**config.mk**
```make
export PLATFORM = sky130hd
export DESIGN_NAME = playback_ctrl
export DESIGN_NICKNAME = d
export VERILOG_FILES = /design/src/rtl/playback_pkg.sv /design/src/rtl/button_conditioner.sv /design/src/rtl/playback_ctrl.sv
export SDC_FILE = /design/constraint.sdc
export NUM_CORES = 1
export LEC_CHECK = 0
export BUFFER_PORTS_ARGS = -buffer_cell sky130_fd_sc_hd__buf_2
export CAP_MARGIN = 20
export CORE_MARGIN = 3
export CORE_UTILIZATION = 50
export CTS_CLUSTER_SIZE = 16
export DETAILED_ROUTE_END_ITERATION = 12
export PLACE_DENSITY = 0.82
export SLEW_MARGIN = 20
export SYNTH_ARGS = -nofsm -noshare
export SYNTH_HDL_FRONTEND = slang
export SYNTH_SLANG_ARGS = --single-unit
```
**constraint.sdc**
```tcl
create_clock -name clk -period 2.1 [get_ports clk]
set_clock_uncertainty 0.05 [all_clocks]
set_input_delay 0.42 -clock clk [delete_from_list [all_inputs] [get_ports clk]]
set_output_delay 0.42 -clock clk [all_outputs]
set_load 0.03 [all_outputs]
```
**src/rtl/playback_pkg.sv**
```systemverilog
`default_nettype none
// ============================================================================
// Module      : playback_pkg
// Description : Shared encodings for the playback transport controller:
//               transport state codes and tempo select codes.
// Revision    : 1.0 - initial release
// ============================================================================
package playback_pkg;

    // Transport state encoding (also the value driven on the state port)
    localparam logic [1:0] ST_STOP  = 2'b00;
    localparam logic [1:0] ST_PLAY  = 2'b01;
    localparam logic [1:0] ST_PAUSE = 2'b10;

    // Tempo select codes; 2'b11 decodes as normal tempo
    localparam logic [1:0] SPD_NORM = 2'b00;
    localparam logic [1:0] SPD_FAST = 2'b01;
    localparam logic [1:0] SPD_SLOW = 2'b10;

endpackage
`default_nettype wire

```
**src/rtl/button_conditioner.sv**
```systemverilog
`default_nettype none
// ============================================================================
// Module      : button_conditioner
// Description : Raw pushbutton to single-cycle press pulse. Two-flop
//               synchroniser, debouncer that accepts a new level after
//               DEBOUNCE_CYC consecutive differing samples, and a one-pulse
//               stage that fires once per accepted rising edge.
// Revision    : 1.0 - initial release
// ============================================================================
module button_conditioner #(
    parameter int DEBOUNCE_CYC = 4
) (
    input  logic clk,
    input  logic rst,
    input  logic btn_raw,
    output logic pulse
);

    localparam int c_cnt_w = (DEBOUNCE_CYC > 1) ? $clog2(DEBOUNCE_CYC) : 1;
    localparam logic [c_cnt_w-1:0] c_cnt_last = c_cnt_w'(DEBOUNCE_CYC - 1);

    logic               r_sync0;
    logic               r_sync1;
    logic               r_level;
    logic               r_level_q;
    logic               r_pulse;
    logic [c_cnt_w-1:0] r_cnt;

    // Bring the asynchronous button level into the clk domain
    always_ff @(posedge clk or posedge rst) begin
        if (rst) begin
            r_sync0 <= 1'b0;
            r_sync1 <= 1'b0;
        end else begin
            r_sync0 <= btn_raw;
            r_sync1 <= r_sync0;
        end
    end

    // Accept a new level once it has differed from the current one for
    // DEBOUNCE_CYC samples in a row; any agreeing sample restarts the run
    always_ff @(posedge clk or posedge rst) begin
        if (rst) begin
            r_level <= 1'b0;
            r_cnt   <= '0;
        end else if (r_sync1 == r_level) begin
            r_cnt   <= '0;
        end else if (r_cnt == c_cnt_last) begin
            r_level <= r_sync1;
            r_cnt   <= '0;
        end else begin
            r_cnt   <= r_cnt + 1'b1;
        end
    end

    // One pulse per accepted rising edge; re-arms only after an accepted low
    always_ff @(posedge clk or posedge rst) begin
        if (rst) begin
            r_level_q <= 1'b0;
            r_pulse   <= 1'b0;
        end else begin
            r_level_q <= r_level;
            r_pulse   <= r_level & ~r_level_q;
        end
    end

    assign pulse = r_pulse;

endmodule
`default_nettype wire

```
**src/rtl/playback_ctrl.sv**
```systemverilog
`default_nettype none
// ============================================================================
// Module      : playback_ctrl
// Description : Transport controller. Conditions play/pause and stop
//               buttons, runs the STOP/PLAY/PAUSE state machine and
//               generates the tempo strobe and beat index for the LED sweep.
// Revision    : 1.0 - initial release
// ============================================================================
module playback_ctrl
    import playback_pkg::*;
#(
    parameter int DEBOUNCE_CYC = 4,
    parameter int TICK_DIV     = 25_000_000,
    parameter int BEATS        = 16
) (
    input  logic                     clk,
    input  logic                     rst,
    input  logic                     btn_play,
    input  logic                     btn_stop,
    input  logic [1:0]               speed,
    output logic                     play_pause,
    output logic                     beat_tick,
    output logic [$clog2(BEATS)-1:0] beat_idx,
    output logic [1:0]               state
);

    localparam int c_cnt_w = $clog2(2 * TICK_DIV);
    localparam int c_idx_w = $clog2(BEATS);

    // Terminal counts (period minus one) so the slow period never needs
    // one more bit than the counter itself
    localparam logic [c_cnt_w-1:0] c_norm_last = c_cnt_w'(TICK_DIV - 1);
    localparam logic [c_cnt_w-1:0] c_fast_last = c_cnt_w'(TICK_DIV / 2 - 1);
    localparam logic [c_cnt_w-1:0] c_slow_last = c_cnt_w'(2 * TICK_DIV - 1);
    localparam logic [c_idx_w-1:0] c_beat_last = c_idx_w'(BEATS - 1);

    logic               w_play_pulse;
    logic               w_stop_pulse;
    logic [1:0]         w_state_nxt;
    logic [c_cnt_w-1:0] w_limit_m1;
    logic               w_boundary;

    logic [1:0]         r_state;
    logic               r_play_pause;
    logic               r_beat_tick;
    logic [c_idx_w-1:0] r_beat_idx;
    logic [c_cnt_w-1:0] r_cnt;

    button_conditioner #(
        .DEBOUNCE_CYC (DEBOUNCE_CYC)
    ) u_btn_play (
        .clk     (clk),
        .rst     (rst),
        .btn_raw (btn_play),
        .pulse   (w_play_pulse)
    );

    button_conditioner #(
        .DEBOUNCE_CYC (DEBOUNCE_CYC)
    ) u_btn_stop (
        .clk     (clk),
        .rst     (rst),
        .btn_raw (btn_stop),
        .pulse   (w_stop_pulse)
    );

    // Beat period select; the compare below is >= so shortening the period
    // mid-beat ends the beat on the next edge instead of wrapping the counter
    always_comb begin
        w_limit_m1 = c_norm_last;
        case (speed)
            SPD_NORM: w_limit_m1 = c_norm_last;
            SPD_FAST: w_limit_m1 = c_fast_last;
            SPD_SLOW: w_limit_m1 = c_slow_last;
            default:  w_limit_m1 = c_norm_last;
        endcase
    end

    assign w_boundary = (r_cnt >= w_limit_m1);

    // Transport next state; stop dominates a simultaneous play press
    always_comb begin
        w_state_nxt = r_state;
        if (w_stop_pulse) begin
            w_state_nxt = ST_STOP;
        end else if (w_play_pulse) begin
            case (r_state)
                ST_STOP:  w_state_nxt = ST_PLAY;
                ST_PLAY:  w_state_nxt = ST_PAUSE;
                ST_PAUSE: w_state_nxt = ST_PLAY;
                default:  w_state_nxt = ST_STOP;
            endcase
        end
    end

    // State, tempo divider and beat counter; counting is gated by the
    // pre-edge state, so the edge leaving PLAY for PAUSE still counts
    always_ff @(posedge clk or posedge rst) begin
        if (rst) begin
            r_state      <= ST_STOP;
            r_play_pause <= 1'b0;
            r_beat_tick  <= 1'b0;
            r_beat_idx   <= '0;
            r_cnt        <= '0;
        end else begin
            r_state      <= w_state_nxt;
            r_play_pause <= (w_state_nxt == ST_PLAY);
            if (w_state_nxt == ST_STOP) begin
                r_cnt       <= '0;
                r_beat_idx  <= '0;
                r_beat_tick <= 1'b0;
            end else if (r_state == ST_PLAY) begin
                if (w_boundary) begin
                    r_cnt       <= '0;
                    r_beat_tick <= 1'b1;
                    r_beat_idx  <= (r_beat_idx == c_beat_last) ? '0 : r_beat_idx + 1'b1;
                end else begin
                    r_cnt       <= r_cnt + 1'b1;
                    r_beat_tick <= 1'b0;
                end
            end else begin
                r_beat_tick <= 1'b0;
            end
        end
    end

    assign state      = r_state;
    assign play_pause = r_play_pause;
    assign beat_tick  = r_beat_tick;
    assign beat_idx   = r_beat_idx;

endmodule
`default_nettype wire

```
=== Word-level counts from Yosys, hierarchy flattened ===
Cells that the tools add are included.

* Register bits after elaboration: 48
* Bits of input ports: 6
* Logic and storage cells: 64

* Add/sub/neg operators: 4
* Magnitude comparators: 1
* Eq/ne operators: 10
* Mux-type cells: 18
* Bitwise gates (word level): 6
* Reductions and logical operators: 8

{| class="wikitable"
|+ Operators with widths
! kind !! count
|-
| $mux 26 || 3
|-
| $pmux 26 s2 || 1
|-
| $add 26x1->26 const B || 1
|-
| $ge 26x26->1 || 1
|-
| $mux 4 || 4
|-
| $mux 2 || 6
|-
| $eq 2x2->1 const B || 4
|-
| $eq 2x1->1 const B || 3
|-
| $reduce_and 2->1 || 3
|-
| $add 2x1->2 const B || 2
|-
| $add 4x1->4 const B || 1
|-
| $eq 4x4->1 const B || 1
|-
| $logic_not 2->1 || 2
|-
| $not 1->1 || 4
|-
| $pmux 2 s2 || 1
|-
| $reduce_bool 2->1 || 2
|-
| $mux 1 || 3
|-
| $and 1x1->1 || 2
|-
| $eq 1x1->1 || 2
|-
| $reduce_or 2->1 || 1
|}

=== Depth between registers and ports, before layout ===
Gate-level depths: netlist of run 1.

* Word-level depth: 8
* Mapped depth: 13

=== Modules after synthesis ===
From an unflattened synthesis of run 1, not the netlist that was laid out.

* Cells, all modules: 257
* Area total of the unflattened synthesis: 2553.7 um^2

{| class="wikitable"
|+ Modules (own cells, without submodules)
! module !! times used !! cells an instance !! area an instance (um^2)
|-
| playback_ctrl || 1 || 229 || 2085.8
|-
| button_conditioner || 2 || 14 || 234.0
|}

=== Worst setup path before layout of run 1 ===
Ideal clock, no wire load.

* Path type: input to register
* Start: in speed[0]
* End: reg r_cnt[14]
* Setup time: 0.077 ns
* Arrival time: 2.562 ns
* Setup slack: -0.589 ns
* Stages on the path: 13
* Cell sequence: inv_1 -> ha_1 -> buf_4 -> inv_1 -> ha_1 -> a31oi_1 -> o221ai_1 -> a31oi_1 -> and2_1 -> buf_2 -> nand2_1 -> buf_4 -> a21oi_1

* Word-level cells in the longest chain between the ends: 6
* Elaborated cells on any way between the ends: 7
* Classes of those cells: order compare (1); eq/ne (2); mux (4)

{| class="wikitable"
|+ RTL lines
! item !! line !! source
|-
| start: declaration || playback_ctrl.sv:20 || <nowiki>input logic [1:0] speed,</nowiki>
|-
| $eq 2x2->1 or $eq 2x1->1 (tied branches) || playback_ctrl.sv:71 || <nowiki>case (speed)</nowiki>
|-
| $pmux 26 s2 (*) || playback_ctrl.sv:71 ||
|-
| $ge 26x26->1 (*) || playback_ctrl.sv:79 || <nowiki>assign w_boundary = (r_cnt >= w_limit_m1);</nowiki>
|-
| $mux 26 (*) || playback_ctrl.sv:113 || <nowiki>if (w_boundary) begin</nowiki>
|-
| $mux 26 (*) || playback_ctrl.sv:112 || <nowiki>end else if (r_state == ST_PLAY) begin</nowiki>
|-
| $mux 26 (*) || playback_ctrl.sv:108 || <nowiki>if (w_state_nxt == ST_STOP) begin</nowiki>
|-
| end signal: assignment || playback_ctrl.sv:118 || <nowiki>r_cnt <= r_cnt + 1'b1;</nowiki>
|-
| end: declaration || playback_ctrl.sv:47 || <nowiki>logic [c_cnt_w-1:0] r_cnt;</nowiki>
|}

Every way passes the cells marked *; elsewhere a longest branch is shown, timed or not. The select of a mux whose other input is x is not followed.
A chain may end at the register's enable or synchronous reset.

=== Worst setup path after layout of run 1 ===
* Start: in speed[0]
* End: reg r_cnt[7]

Same word-level chain as after synthesis.

==> flow_summary.json, run 1 <==
{
  "status": "finished, violations left",
  "failed_checks": "negative setup slack",
  "ys.flop_type": "dfrtp_1",
  "syn-cell-area_um2": 2740,
  "critical_path_required_ns": 2.29,
  "wl_per_cell_um": 17.8,
  "fin_nets": 353,
  "synth_edf_count": 0,
  "final_max_slew_viol_count": 0,
  "synthSimpleGateAreaFrac_pct": 21.9,
  "initial_core_util_pct": 52.7,
  "final_layout_size_suffix_gt1_share_pct": 39.7,
  "viasPerCell": 6.06,
  "rsz0062_at_grt": "true",
  "synth-xor-area-share_pct": 6.38,
  "final_cell_mix": "dfrtp_1 (48), buf_4 (37), nand2_1 (20), xor2_1 (13), a21oi_2 (13)",
  "syn_inst": 278,
  "grt_pass1_vias": 2389,
  "drc": 0,
  "hold_viol": 0,
  "synth_top_family_by_area": "simple AND/OR/NAND/NOR gates",
  "cts-buffers-inserted": 5,
  "final_common_cell": "dfrtp_1",
  "synth-seq-cells": 48,
  "p_total_mw": 3.69,
  "grt_pass1_wl_um": 11500,
  "avgSynthCellArea_um2": 9.87,
  "drtIter0Drc": 284,
  "cts_tree": "built",
  "cts-root-buf": "clkbuf_8",
  "numPortBuffers": 13,
  "drtAntennaViolNets": 0,
  "arrival_ns": 2.44,
  "synth_top_area_cell": "dfrtp_1",
  "relSlewSlack_pct": 58.8,
  "cts_sinks": 48,
  "dr_total_vias": 2454,
  "path_cells": "buf_12, inv_12, ha_1, inv_2, ha_1, or4_1, nand3_1, a21bo_2, a31oi_4, buf_12, buf_4, o31ai_4, o2bb2ai_2",
  "clk_pin_slew_ns": 0.09,
  "fmaxAchievable_mhz": 444,
  "fp-row-count": 26,
  "antenna_found_initial": 0,
  "overflow": 0,
  "yosysWarnings": 0,
  "synthArstFlopShare_pct": 100,
  "dr.pass1.iters": 4,
  "cp-end-kind": "flip-flop",
  "synth-seq-area-share_pct": 43.8,
  "setup_viol": 31,
  "gp_congestion": 0.888,
  "synth.net_count": 297,
  "clk_latency_ns": 0.31,
  "crit_fanout": 8,
  "crit_slowest_cell": "or4_1",
  "seq_area_um2": 1200,
  "core_area_um2": 5200,
  "leakagePower_nw": 1.53,
  "hpwl_um": 4430,
  "synthAdderAreaFrac_pct": 6.29,
  "path_buf_inv": 5,
  "synthMuxAreaShare_pct": 0.821,
  "min_period_over_period_pct": 107,
  "multi_input_area_um2": 1780,
  "whs_ns": 0.0662,
  "synth_compound_area_share_pct": 16.4,
  "synth_top_area_share_pct": 43.8,
  "crit_type": "primary input to flip-flop",
  "die_h_um": 80.1,
  "drv_cap": 0,
  "hp-class": "primary input to asynchronous set/reset pin",
  "powerDensity_nw_per_um2": 986,
  "fin_ws_ns": -0.153,
  "ios": 14,
  "start_kind": "primary input",
  "path_delay_family": "compound AO/OA/AOI/OAI gates",
  "ir_drop_mv": 0.928,
  "grt_max_degree": 24,
  "grt_usage_pct": 23.1,
  "synthTopCellsByArea": "dfrtp_1 (44%), ha_1 (5.9%), xor2_1 (4.1%)",
  "finalCriticalPeriod_ns": 2.25,
  "drt-total-wl_um": 7200,
  "ys_types": 52,
  "holdBufCountCts": 0,
  "synthToLayoutAreaGrowth_pct": 36.3,
  "dieArea_um2": 6410,
  "n_antenna_cell": 0,
  "ctsLongestPathBuffers": 2,
  "htreeDepth": 2,
  "worstMarginPinSlew_ns": 0.618,
  "die_w_um": 80.1,
  "cpPeakStageDelay_ns": 0.42,
  "fill_cells": 362
}
repair_timing:
action	CTS	global route
gates resized for setup	29	15
setup endpoints to repair	31	31
pin swaps	19	16
buffers inserted	9	2
gates cloned	2	0
endpoints found under the hold margin	0	0
path summary, 6_finish.rpt:
path	from	end	slack, ns	cells past startpoint
setup reg to reg	r_cnt[1]	r_cnt[7]	-0.15	9
setup / recovery	speed[0]	r_cnt[7]	-0.15	13
hold reg to reg	u_btn_stop.r_sync0	u_btn_stop.r_sync1	0.31	0
max in group asynchronous	rst	r_cnt[10]	1.33	3
hold / removal	rst	state[1]	0.07	2
min in group clk	btn_stop	u_btn_stop.r_sync0	0.16	1
cell usage after synthesis, drive strengths merged (5+ instances only):
cell type / number
or3: 8
nand4: 7
o21ai: 7
and3: 5
nor2: 8
inv: 15
buf: 5
ha: 13
clkbuf: 6
xor2: 13
nor3: 13
nand2: 23
nand3: 13
a31oi: 9
o31ai: 6
dfrtp: 48
xnor2: 7
a21oi: 17
nor2b: 5
where the power goes:
group          total, mW  internal (mW)  switching [mW]
Combinational       1.79          0.731            1.06
Clock              0.721          0.390           0.331
Sequential          1.17           1.06           0.114
Total               3.69           2.18            1.51
routing by layer:
layer	vias to the layer above	GRT usage, %	wire length [µm]
met5	-	0	0
met4	0	6.42	137
met3	14	3.70	436
met2	102	38.9	3640
met1	1203	30.7	2980
li1	1135	-	-
logic make-up after synthesis:
family | Yosys count
buf+inv | 26
flops | 48
simple gates | 105
xor+xnor | 20
compound gates | 63
fa+ha+maj | 14
mux | 2
registers in the layout, summed over array words and instances (netlist names):
register	flops
u_btn_play.r_cnt	2
state	2
u_btn_stop.r_level_q	1
beat_tick	1
u_btn_play.r_level	1
u_btn_play.r_level_q	1
r_cnt	26
u_btn_play.r_sync1	1
play_pause	1
u_btn_stop.r_sync1	1
u_btn_stop.r_sync0	1
u_btn_play.r_sync0	1
u_btn_play.pulse	1
u_btn_stop.r_cnt	2
beat_idx	4
u_btn_stop.r_level	1
u_btn_stop.pulse	1
stage by stage:
step | setup TNS, ns | cells | setup WS [ns] | util [%] | area (µm²)
floorplan | -7.97 | 278 | -0.348 | - | 2920
finish | -2.93 | 405 | -0.153 | 71.9 | 3740
global route | -4.86 | 405 | -0.236 | 71.9 | 3740
CTS | -1.97 | 403 | -0.159 | 69.7 | 3630
detailed placement | -15.11 | 384 | -0.562 | 62.5 | 3260
global placement | -14.44 | 384 | -0.536 | 62.5 | 3260
final cells by class:
type | count | share of cell area [%]
multi-input cells | 206 | 47.5
flip-flops and latches | 48 | 32.1
repair buffers | 58 | 12.8
well taps | 70 | 2.34
clock buffers | 6 | 2.21
inverters | 15 | 1.91
clock inverters | 2 | 1.04
Note: power is estimated with default switching activity, not from simulation.
==> run 2: changes to the inputs <==
Settings changed: PLACE_DENSITY 0.82 to 0.7, SYNTH_HIERARCHICAL from default to 1.
==> run 2 against run 1 <==
Net effect:
- die area fell by 6.4%
- highest routed layer unchanged
- sequential share of layout area up 5.4 points
- synthesized area shrank 6.9%
- clock power is 4.2% lower
- setup slack better by 0.0087 ns
- first-iteration DRC count shrank 73%
- the run still ends with negative setup slack left
- cell count shrank 8.1%
- final area decreased by 14%
- combinational power shrank 44%
- clock-buffer cell count decreased by 1
==> flow_summary.json, run 2 <==
{
  "fp-row-count": 25,
  "start_kind": "primary input",
  "hpwl_um": 3720,
  "numPortBuffers": 13,
  "arrival_ns": 2.41,
  "grt_pass1_vias": 1985,
  "path_cells": "buf_8, inv_6, ha_4, or3b_4, a211oi_2, nand3_1, o211ai_2, a31oi_4, buf_6, a31o_1, a22o_1",
  "die_w_um": 77.5,
  "grt_usage_pct": 18.8,
  "synth_top_area_cell": "dfrtp_1",
  "failed_checks": "negative setup slack",
  "dp.cells": 361,
  "drv_cap": 0,
  "powerDensity_nw_per_um2": 883,
  "drc": 0,
  "syn_inst": 257,
  "final_cell_mix": "dfrtp_1 (48), buf_4 (31), nor2_1 (29), nand2_1 (22), xor2_1 (19)",
  "regMostFlops": "r_cnt",
  "overflow": 0,
  "finalCriticalPeriod_ns": 2.24,
  "final_common_cell": "dfrtp_1",
  "grt_max_degree": 35,
  "ys_types": 40,
  "gp_congestion": 0.878,
  "synth_edf_count": 0,
  "r2r_cells": 8,
  "htreeDepth": 2,
  "leakagePower_nw": 1.44,
  "min_period_over_period_pct": 107,
  "synth-seq-area-share_pct": 47.0,
  "critPathLaunch": "speed[0]",
  "final_layout_size_suffix_gt1_share_pct": 25.9,
  "cpPeakStageDelay_ns": 0.38,
  "endpoint": "r_cnt[2]",
  "switching_power_mw": 1.01,
  "seq_area_um2": 1200,
  "seqPwrFrac_pct": 40.0,
  "synthToLayoutAreaGrowth_pct": 25.5,
  "setup_viol": 29,
  "fin_ws_ns": -0.144,
  "cts-buffers-inserted": 5,
  "synth_most_common_cell": "dfrtp_1",
  "clkPwrFrac_pct": 24.4,
  "comb_power_share_pct": 35.6,
  "fin_nets": 323,
  "cts_tree": "built",
  "syn-cell-area_um2": 2550,
  "status": "finished, violations left",
  "drtAntennaViolNets": 0,
  "synth_top_area_share_pct": 47.0,
  "fill_cells": 403,
  "rr_startpoint": "r_cnt[17]",
  "final_max_slew_viol_count": 0,
  "ctsLongestPathBuffers": 2,
  "synth-seq-cells": 48,
  "path_delay_family": "compound AO/OA/AOI/OAI gates",
  "synthTopCellsByArea": "dfrtp_1 (47%), xor2_1 (6.5%), ha_1 (6.4%)",
  "cts-root-buf": "clkbuf_8",
  "dr.pass1.iters": 4,
  "core_area_um2": 4820,
  "instances_no_fill": 372,
  "crit_fanout": 5,
  "crit_cells": 11,
  "relSlewSlack_pct": 50.4,
  "dieArea_um2": 6000,
  "synthArstFlopShare_pct": 100,
  "grt_pass1_wl_um": 8950,
  "crit_type": "primary input to flip-flop",
  "worstMarginPinSlew_ns": 0.738,
  "internal_power_mw": 1.82,
  "synth.net_count": 276,
  "viasPerCell": 5.23,
  "ys.flop_type": "dfrtp_1",
  "switching_share_pct": 35.7,
  "clk_latency_ns": 0.32,
  "largest_register_ffs": 26,
  "critical_path_required_ns": 2.26,
  "timing.rr.end": "r_cnt[2]",
  "fmaxAchievable_mhz": 446,
  "n_antenna_cell": 0,
  "initial_core_util_pct": 53.0,
  "synth.top_cells.by_count": "dfrtp_1 (48), nor2_1 (30), nand2_1 (22)",
  "rsz0062_at_grt": "true",
  "ios": 14,
  "cp-end-kind": "flip-flop",
  "reg2reg_slack_ns": -0.09,
  "crit_slowest_cell": "or3b_4",
  "drtIter0Drc": 78,
  "whs_ns": 0.154,
  "die_h_um": 77.5,
  "drt-total-wl_um": 5050,
  "antenna_found_initial": 0,
  "dr_total_vias": 1947,
  "yosysWarnings": 6,
  "ir_drop_mv": 0.608,
  "avgSynthCellArea_um2": 9.94,
  "multi_input_area_um2": 1400,
  "cts_sinks": 48,
  "hold_viol": 0,
  "clk_pin_slew_ns": 0.09,
  "wl_per_cell_um": 13.6,
  "hp-class": "primary input to flip-flop",
  "path_buf_inv": 3
}
run 2: cell types whose count changed in the layout (fill, tap and decap cells not counted), moves of 5 or more:
cell,previous run,this run
nor2_1,7,29
a21oi_2,13,2
nor3_1,12,4
or3_1,8,0
buf_4,37,31
xor2_1,13,19
nand3_1,9,14
run 2: worst reg2reg max path, cell delays in order, from the launching register on:
cell	delay, ns
dfrtp_1	0.41
or3b_4	0.41
a211oi_2	0.22
nand3_1	0.12
o211ai_2	0.20
a31oi_4	0.13
buf_6	0.15
a31o_1	0.20
a22o_1	0.20
run 2: per-layer routing:
layer,global-route usage [%],wire length (µm),vias up
met5,0,0,-
met2,32.3,2510,10
met3,3.83,95,9
met1,23.1,2360,947
li1,-,-,981
met4,7.47,89,0
run 2: power groups by stage:
stage          Sequential, mW  Clock (mW)  Combinational [mW]
2_1_floorplan            1.18           0               0.622
3_3_place_gp             1.14           0               0.932
3_5_place_dp             1.15           0               0.958
4_1_cts                  1.13       0.706                1.01
5_1_grt                  1.15       0.747                1.12
6_report                 1.13       0.691                1.01
run 2: cell families after synthesis:
kind of cell | after synthesis | share of synthesized area [%]
compound gates | 34 | 9.65
xor+xnor | 28 | 9.60
fa+ha+maj | 13 | 6.37
buf+inv | 19 | 3.28
flops | 48 | 47.0
mux | 4 | 1.67
simple gates | 111 | 22.4
run 2: area by class of cell:
class	instances	share of cell area, %
multi-input cells	190	43.5
flip-flops and latches	48	37.5
repair buffers	48	11.3
well taps	67	2.62
clock buffers	5	2.15
inverters	11	1.52
clock inverters	3	1.44
run 2: worst min-delay path by stage:
| stage | startpoint | end | cells after the start |
|---|---|---|---|
| detailed placement | u_btn_play/r_sync0 | u_btn_play/r_sync1 | 0 |
| CTS | btn_play | u_btn_play/r_sync0 | 1 |
| global route | btn_play | u_btn_play/r_sync0 | 1 |
| floorplan | rst | u_btn_play/pulse | 1 |
| finish | btn_play | u_btn_play/r_sync0 | 1 |
| global placement | u_btn_stop/r_sync0 | u_btn_stop/r_sync1 | 0 |
run 2: per-stage QoR:
step | instance area (µm²) | worst slack, ns | power [mW] | setup TNS [ns] | utilization, %
2_1_floorplan | 2610 | -0.338 | 1.80 | -7.00 | -
3_3_place_gp | 2950 | -0.561 | 2.08 | -16.31 | 61.2
3_5_place_dp | 2950 | -0.610 | 2.11 | -17.64 | 61.2
4_1_cts | 3160 | -0.201 | 2.85 | -4.74 | 65.7
5_1_grt | 3210 | -0.248 | 3.02 | -6.38 | 66.5
6_report | 3210 | -0.144 | 2.83 | -2.81 | 66.5
run 2: timing repair:
| item | in CTS | in global routing |
|---|---|---|
| gates cloned | 1 | 0 |
| endpoints found under the setup margin | 30 | 31 |
| gates resized for setup | 21 | 7 |
| pin swaps | 17 | 9 |
| hold endpoints to repair | 14 | 0 |
| hold buffers | 1 | 0 |
| buffers inserted | 0 | 1 |
